`config.mk`:
```
export PLATFORM = sky130hd
export DESIGN_NAME = pipe_stage_buf
export DESIGN_NICKNAME = d
export VERILOG_FILES = /design/src/rtl/pipe_pkg.sv /design/src/rtl/pipe_slot.sv /design/src/rtl/pipe_stage_buf.sv
export SDC_FILE = /design/constraint.sdc
export NUM_CORES = 1
export LEC_CHECK = 0
export ABC_AREA = 1
export BUFFER_PORTS_ARGS = -buffer_cell sky130_fd_sc_hd__buf_2
export CAP_MARGIN = 20
export CORE_ASPECT_RATIO = 1.4
export CORE_MARGIN = 5
export CORE_UTILIZATION = 58
export DETAILED_ROUTE_END_ITERATION = 12
export PLACE_DENSITY = 0.85
export SLEW_MARGIN = 20
export SYNTH_ARGS = -nofsm -noshare
export SYNTH_HDL_FRONTEND = slang
export SYNTH_SLANG_ARGS = --single-unit
```
`constraint.sdc`:
```
create_clock -name clk -period 41.7 [get_ports clk]
set_clock_uncertainty 0.05 [all_clocks]
set_input_delay 10.425 -clock clk [delete_from_list [all_inputs] [get_ports clk]]
set_output_delay 10.425 -clock clk [all_outputs]
set_load 0.02 [all_outputs]
```
`src/rtl/pipe_pkg.sv`:
```
// Shared constants for the pipeline stage buffer: control-vector bit positions
// and default widths.
package pipe_pkg;

  localparam int unsigned PAYLOAD_W_DEF = 192;
  localparam int unsigned CTRL_W_DEF    = 16;
  localparam int unsigned OCC_W         = 2;

  localparam int unsigned CTRL_LUI     = 0;
  localparam int unsigned CTRL_CSR_WE  = 1;
  localparam int unsigned CTRL_JAL     = 2;
  localparam int unsigned CTRL_FENCE   = 3;
  localparam int unsigned CTRL_JALR    = 4;
  localparam int unsigned CTRL_AUIPC   = 5;
  localparam int unsigned CTRL_BRANCH  = 6;
  localparam int unsigned CTRL_ALU_SRC = 7;
  localparam int unsigned CTRL_MEM_RD  = 8;
  localparam int unsigned CTRL_MEM_WR  = 9;
  localparam int unsigned CTRL_MEM2REG = 10;
  localparam int unsigned CTRL_REG_WR  = 11;
  localparam int unsigned CTRL_ECALL   = 12;
  localparam int unsigned CTRL_EBREAK  = 13;
  localparam int unsigned CTRL_MRET    = 14;

  // Entry count after one cycle of push/pop activity.
  function automatic logic [OCC_W-1:0] occ_next(input logic [OCC_W-1:0] occ,
                                                input logic             push,
                                                input logic             pop);
    return occ + OCC_W'(push) - OCC_W'(pop);
  endfunction

endpackage

```
`src/rtl/pipe_slot.sv`:
```
// One buffered pipeline entry: valid flag, memory-type flag, control vector and payload.
module pipe_slot
  import pipe_pkg::*;
#(
  parameter int unsigned PAYLOAD_W = PAYLOAD_W_DEF,
  parameter int unsigned CTRL_W    = CTRL_W_DEF
) (
  input  logic                 clk,
  input  logic                 rst,
  input  logic                 i_load,
  input  logic                 i_clear,
  input  logic                 i_mem_type,
  input  logic [CTRL_W-1:0]    i_ctrl,
  input  logic [PAYLOAD_W-1:0] i_payload,
  output logic                 o_valid,
  output logic                 o_mem_type,
  output logic [CTRL_W-1:0]    o_ctrl,
  output logic [PAYLOAD_W-1:0] o_payload
);

  logic                 r_valid;
  logic                 r_mem_type;
  logic [CTRL_W-1:0]    r_ctrl;
  logic [PAYLOAD_W-1:0] r_payload;

  // Clear wins over load for the valid flag; data registers only move on load.
  always_ff @(posedge clk or posedge rst) begin
    if (rst) begin
      r_valid    <= 1'b0;
      r_mem_type <= 1'b0;
      r_ctrl     <= '0;
      r_payload  <= '0;
    end else begin
      if (i_clear) begin
        r_valid <= 1'b0;
      end else if (i_load) begin
        r_valid <= 1'b1;
      end
      if (i_load) begin
        r_mem_type <= i_mem_type;
        r_ctrl     <= i_ctrl;
        r_payload  <= i_payload;
      end
    end
  end

  assign o_valid    = r_valid;
  assign o_mem_type = r_mem_type;
  assign o_ctrl     = r_ctrl;
  assign o_payload  = r_payload;

endmodule

```
`src/rtl/pipe_stage_buf.sv`:
```
// Pipeline stage buffer with optional skid entry, memory-address handshake on
// the head entry, flush controls and a saturating head-stall counter.
module pipe_stage_buf
  import pipe_pkg::*;
#(
  parameter int unsigned PAYLOAD_W = PAYLOAD_W_DEF,
  parameter int unsigned CTRL_W    = CTRL_W_DEF,
  parameter int unsigned SKID      = 1,
  parameter int unsigned CNT_W     = 16
) (
  input  logic                 clk,
  input  logic                 rst,
  input  logic                 flush,
  input  logic                 flush_stage,
  input  logic                 hold,
  input  logic                 valid_pre,
  input  logic                 ready_go_pre,
  output logic                 allow_in,
  input  logic [PAYLOAD_W-1:0] payload_in,
  input  logic [CTRL_W-1:0]    ctrl_in,
  input  logic                 mem_type_in,
  output logic                 valid_out,
  output logic                 ready_go_out,
  output logic [PAYLOAD_W-1:0] payload_out,
  output logic [CTRL_W-1:0]    ctrl_out,
  input  logic                 allow_in_next,
  output logic                 mem_req,
  input  logic                 mem_addr_ok,
  output logic [OCC_W-1:0]     occupancy,
  output logic [CNT_W-1:0]     stall_cnt
);

  localparam int unsigned NSLOT = 1 + SKID;

  logic                 r_head;
  logic                 r_tail;
  logic [OCC_W-1:0]     r_occ;
  logic [CNT_W-1:0]     r_stall;

  logic                 w_slot_load  [NSLOT];
  logic                 w_slot_clear [NSLOT];
  logic                 w_slot_valid [NSLOT];
  logic                 w_slot_mt    [NSLOT];
  logic [CTRL_W-1:0]    w_slot_ctrl  [NSLOT];
  logic [PAYLOAD_W-1:0] w_slot_pay   [NSLOT];

  logic                 w_head_valid;
  logic                 w_head_mt;
  logic [CTRL_W-1:0]    w_head_ctrl;
  logic [PAYLOAD_W-1:0] w_head_pay;
  logic                 w_push;
  logic                 w_pop;
  logic                 w_mem_req;
  logic                 w_ready_go;
  logic                 w_allow_in;

  for (genvar i = 0; i < NSLOT; i++) begin : g_slot
    assign w_slot_load[i]  = w_push && !flush_stage && (r_tail == 1'(i));
    assign w_slot_clear[i] = flush_stage ||
                             (w_pop && (r_head == 1'(i)) && !w_slot_load[i]);

    pipe_slot #(
      .PAYLOAD_W (PAYLOAD_W),
      .CTRL_W    (CTRL_W)
    ) u_slot (
      .clk        (clk),
      .rst        (rst),
      .i_load     (w_slot_load[i]),
      .i_clear    (w_slot_clear[i]),
      .i_mem_type (mem_type_in),
      .i_ctrl     (ctrl_in),
      .i_payload  (payload_in),
      .o_valid    (w_slot_valid[i]),
      .o_mem_type (w_slot_mt[i]),
      .o_ctrl     (w_slot_ctrl[i]),
      .o_payload  (w_slot_pay[i])
    );
  end

  // Head select; allow_in is registered-only in the skid build so it never
  // depends on downstream readiness.
  if (SKID != 0) begin : g_skid
    assign w_head_valid = r_head ? w_slot_valid[1] : w_slot_valid[0];
    assign w_head_mt    = r_head ? w_slot_mt[1]    : w_slot_mt[0];
    assign w_head_ctrl  = r_head ? w_slot_ctrl[1]  : w_slot_ctrl[0];
    assign w_head_pay   = r_head ? w_slot_pay[1]   : w_slot_pay[0];
    assign w_allow_in   = (r_occ < 2'd2);
  end else begin : g_single
    assign w_head_valid = w_slot_valid[0];
    assign w_head_mt    = w_slot_mt[0];
    assign w_head_ctrl  = w_slot_ctrl[0];
    assign w_head_pay   = w_slot_pay[0];
    assign w_allow_in   = !w_head_valid || w_pop;
  end

  always_comb begin
    w_mem_req  = w_head_valid && w_head_mt && allow_in_next && !hold;
    w_ready_go = w_head_mt ? (w_mem_req && mem_addr_ok) : !hold;
    w_pop      = w_head_valid && w_ready_go && allow_in_next && !hold;
    w_push     = valid_pre && ready_go_pre && !flush && w_allow_in;
  end

  // Head/tail pointers only toggle when a second slot exists.
  always_ff @(posedge clk or posedge rst) begin
    if (rst) begin
      r_head <= 1'b0;
      r_tail <= 1'b0;
      r_occ  <= '0;
    end else if (flush_stage) begin
      r_head <= 1'b0;
      r_tail <= 1'b0;
      r_occ  <= '0;
    end else begin
      if (w_push && (SKID != 0)) begin
        r_tail <= ~r_tail;
      end
      if (w_pop && (SKID != 0)) begin
        r_head <= ~r_head;
      end
      r_occ <= occ_next(r_occ, w_push, w_pop);
    end
  end

  // Stall counter saturates instead of wrapping.
  always_ff @(posedge clk or posedge rst) begin
    if (rst) begin
      r_stall <= '0;
    end else if (w_head_valid && !w_pop && (r_stall != '1)) begin
      r_stall <= r_stall + CNT_W'(1);
    end
  end

  assign allow_in     = w_allow_in;
  assign valid_out    = w_head_valid;
  assign ready_go_out = w_ready_go;
  assign payload_out  = w_head_pay;
  assign ctrl_out     = w_head_ctrl & {CTRL_W{w_head_valid}};
  assign mem_req      = w_mem_req;
  assign occupancy    = r_occ;
  assign stall_cnt    = r_stall;

endmodule

```
Yosys cells after proc, flatten, opt, wreduce, memory -nomap -nowiden:

Cells that the tools add are included.

* bits in registers: 440
* input port bits: 218
* output and inout port bits: 230
* logic and storage cells: 65

* add/subtract/negate cells: 3
* order comparisons: 1
* eq/ne operators: 1
* multiplexer cells: 14
* bitwise operators: 3
* reduce and logical (&&, ||, !) cells: 31

Operators with widths (count)
* two-way mux 192 bit: 1
* logical AND 1 bit: 19
* adder 16 x 1 -> 16 bit (second input constant): 1
* bitwise AND 16 bit: 1
* two-way mux 16 bit: 1
* != test 16 bit (second input constant): 1
* two-way mux 1 bit: 11
* nonzero test 2 bit: 4
* logical NOT 1 bit: 6
* adder 2 x 1 -> 2 bit: 1
* logical OR 1 bit: 2
* < comparator 2 bit (second input constant): 1
* two-way mux 2 bit: 1
* NOT 1 bit: 2
* subtractor 2 x 1 -> 2 bit: 1

Logic depth before layout (Yosys ltp):

* word-level depth: 13
* gate-level depth with buffers: 13
* gate-level depth less buffers: 11

Modules after synthesis:

A second synthesis with hierarchy kept.

* cells, all modules: 2670
* area total of the unflattened synthesis: 19764.0 sq um

By module, submodules not included
* pipe_slot: instances 2, cells an instance 887, area each 7842.5 sq um, sequential area each 5255.0 sq um
* pipe_stage_buf: instances 1, cells an instance 896, area each 4078.9 sq um, sequential area each 500.5 sq um

Least setup slack after synthesis:

Ideal clock, no wire load.

* path type: input to output
* start point: input port allow_in_next
* end point: output port mem_req
* arrival time: 11.209 ns
* data required time: 31.225 ns
* path slack: 20.016 ns
* stages: 2
* buffers on the path: 0
* path through: inv_1 > nor4_1

* cells in the longest elaborated chain, start to end: 2

RTL lines
* start: declaration: RTL line pipe_stage_buf.sv:26 `input logic allow_in_next,`
* logical AND 1 bit (2 in a row): RTL line pipe_stage_buf.sv:97 `w_mem_req = w_head_valid && w_head_mt && allow_in_next && !hold;`
* end: declaration: RTL line pipe_stage_buf.sv:27 `output logic mem_req,`

No other way between the ends.

Worst setup path after layout:

Same ends and word-level chain as after synthesis.

==> impl_metrics.json <==
{
  "drc_errors": 0,
  "grt_antenna_before_repair": 11,
  "worst_pin_slew_ps": 1110,
  "ant_nets": 0,
  "crit_fanout": 2,
  "viasPerCell": 5.24,
  "min_path_type": "flop to flop",
  "setup_slack_reg_to_reg_ps": 37250,
  "vdd_ir_drop_max_mv": 0.0495,
  "min_period_over_period": 0.519,
  "routabilityCongestion": 0.878,
  "tritoncts": "done",
  "grt_first_pass_wirelength_mm": 82.0,
  "post_cts_hold_buffer_count": 0,
  "report.final.hold_viol_count": 0,
  "final_setup_violation_count": 0,
  "initialDrtViolationCount": 1559,
  "dp_hpwl_mm": 33.9,
  "post_layout_util": 0.697,
  "timing.max_cap.violations": 0,
  "yosys_warnings": 0,
  "num_io_pins": 448,
  "worst_path_clk_slew_ps": 60,
  "synth.avg_cell_area_um2": 7.91,
  "cp.arrival_ps": 11160,
  "cts-htree-levels": 2,
  "clk_latency_ps": 540,
  "synth.net_count": 2678,
  "worst_reg_to_reg_path_cell_count": 11,
  "critPathCaptureType": "output port",
  "grt_start_max_net_pins": 216,
  "port_buffers": 447,
  "area_added_between_synthesis_and_finish_pct": 19.0,
  "path_class": "primary input to output port",
  "final.min_clock_period_ps": 21630,
  "die_width_um": 165,
  "detail_route.wirelength_mm": 52.0,
  "rsz0062_at_grt": "no",
  "dpl_cell_area_um2": 21700,
  "dieArea_um2": 37300,
  "nets": 3039,
  "hold_start": "g_slot[0].u_slot.o_payload[168]$_DFFE_PP0P_",
  "required_ps": 31230,
  "setup.worst_path.start_class": "primary input",
  "detail_route.wl_per_cell_um": 15.8,
  "clock_tree.buffer_depth": 3,
  "slew_headroom": 0.259,
  "grt_overflow_total": 0,
  "design_area_um2": 23100,
  "max_freq_ghz": 0.0462,
  "initial_core_util": 0.586,
  "track_usage": 0.270,
  "power.leakage_nw": 13.3,
  "slew_viol_final": 0,
  "synth_sequential_area_ratio": 0.566,
  "layout-drive-gt1-share": 0.190,
  "placeableCoreArea_um2": 33200,
  "post-place-ws_ps": 20080,
  "drt-pass1-iter-count": 6,
  "post_cts_buffers": 0,
  "post_synth_instance_area_um2": 19400,
  "timing.setup.tns_ps": 0,
  "worst_r2r_startpoint": "r_head$_DFFE_PP0P_",
  "row_count": 79,
  "cts_repair_resize_count": 0,
  "worst_hold_path.num_cells": 2,
  "yosys_register_bits": 440,
  "power_density_nw_per_um2": 51.6,
  "synthesis.instances": 2458,
  "num_clock_sinks": 440,
  "die_height_um": 227,
  "synthDistinctLibCells": 26,
  "setup_ws_ps": 20070,
  "cts-root-buf": "sky130_fd_sc_hd__clkbuf_16",
  "via_count": 17311,
  "grt_pass1_vias": 16690,
  "status": "completed",
  "worstReg2RegEnd": "occupancy[1]$_DFF_PP0_",
  "cts-buffers-inserted": 42,
  "worstHoldEndpoint": "g_slot[0].u_slot.o_payload[168]$_DFFE_PP0P_"
}
==> layout make-up <==
type | count | area [um2]
flip-flops and latches | 440 | 11000
fillers | 2560 | 10100
multi-input cells | 1631 | 6870
repair buffers | 461 | 2380
clock buffers | 64 | 1300
inverters | 243 | 925
well taps | 445 | 557
clock inverters | 9 | 75.1
diodes | 9 | 22.5
==> layer usage <==
layer	track usage	wire length, um	up-vias
li1	-	-	8264
met1	0.317	18800	8192
met2	0.463	26300	683
met3	0.0636	4170	166
met4	0.140	2720	6
met5	0	41	-
==> report_power, final <==
group / total, mW / internal [mW] / leakage (nW) / switching [mW]
registers: 0.545 / 0.502 / 5.76 / 0.0432
logic: 0.272 / 0.0922 / 6.86 / 0.179
clock network: 0.378 / 0.220 / 0.675 / 0.158
==> per-stage QoR <==
| step | power [mW] | std cells | hold WS, ps |
|---|---|---|---|
| after floorplan | 0.721 | 2458 | 403 |
| after CTS | 1.20 | 3291 | 438 |
| after global routing | 1.26 | 3301 | 448 |
| after global placement | 0.808 | 3218 | 415 |
| final | 1.19 | 3302 | 434 |
| after detailed placement | 0.822 | 3218 | 423 |
==> worst max path at each step <==
stage | from | to | slack [ps] | cells past startpoint
6_report | allow_in_next | mem_req | 20070 | 4
5_1_grt | allow_in_next | mem_req | 20000 | 4
4_1_cts | allow_in_next | mem_req | 20080 | 4
3_5_place_dp | allow_in_next | mem_req | 20080 | 4
3_3_place_gp | hold | ready_go_out | 20180 | 5
2_1_floorplan | rst | g_slot[0].u_slot.o_ctrl[0]$_DFFE_PP0P_ | 18970 | 1
==> critical path, cell delays in order <==
cell	delay, ps
sky130_fd_sc_hd__buf_2	90
sky130_fd_sc_hd__inv_1	70
sky130_fd_sc_hd__nor4_1	340
sky130_fd_sc_hd__buf_2	230
==> cells by family after synthesis <==
kind of cell / synth area share
xor gates and xnor gates: 0.00676
buffers and inverters: 0.0815
DFF: 0.566
and+or+nand+nor: 0.234
AOI/OAI and AO/OA: 0.110
adders and majority gates: 0.00129
==> cell usage in the layout, fill, tap and decap left out, drive strengths merged, types with 3 or more instances in the layout <==
master,count
clkinv,6
buf,461
nand3,23
diode,9
nand2,1136
inv,243
clkbuf,64
xor2,9
o21ai,420
nand4,3
dfrtp,440
xnor2,6
nor2,28
==> synth_stat cells, drive strengths merged <==
cell | instances | area (um2)
a21oi | 1 | 16.3
xor2 | 9 | 78.8
nand4 | 3 | 18.8
nand2 | 1136 | 4280
dfrtp | 440 | 11000
nor4 | 1 | 6.26
buf | 99 | 504
clkbuf | 45 | 169
ha | 2 | 25.0
xnor2 | 6 | 52.6
o21ai | 420 | 2100
nor2 | 28 | 123
o211ai | 1 | 21.3
nand3 | 23 | 120
inv | 243 | 912
nor3b | 1 | 7.51
==> state kept, by name, indices dropped and copies added, names as in the netlist <==
name,count
g_slot.u_slot.o_valid,2
r_head,1
g_slot.u_slot.o_mem_type,2
stall_cnt,16
occupancy,2
r_tail,1
g_slot.u_slot.o_payload,384
g_slot.u_slot.o_ctrl,32
Power figures use the tool's default switching activity.
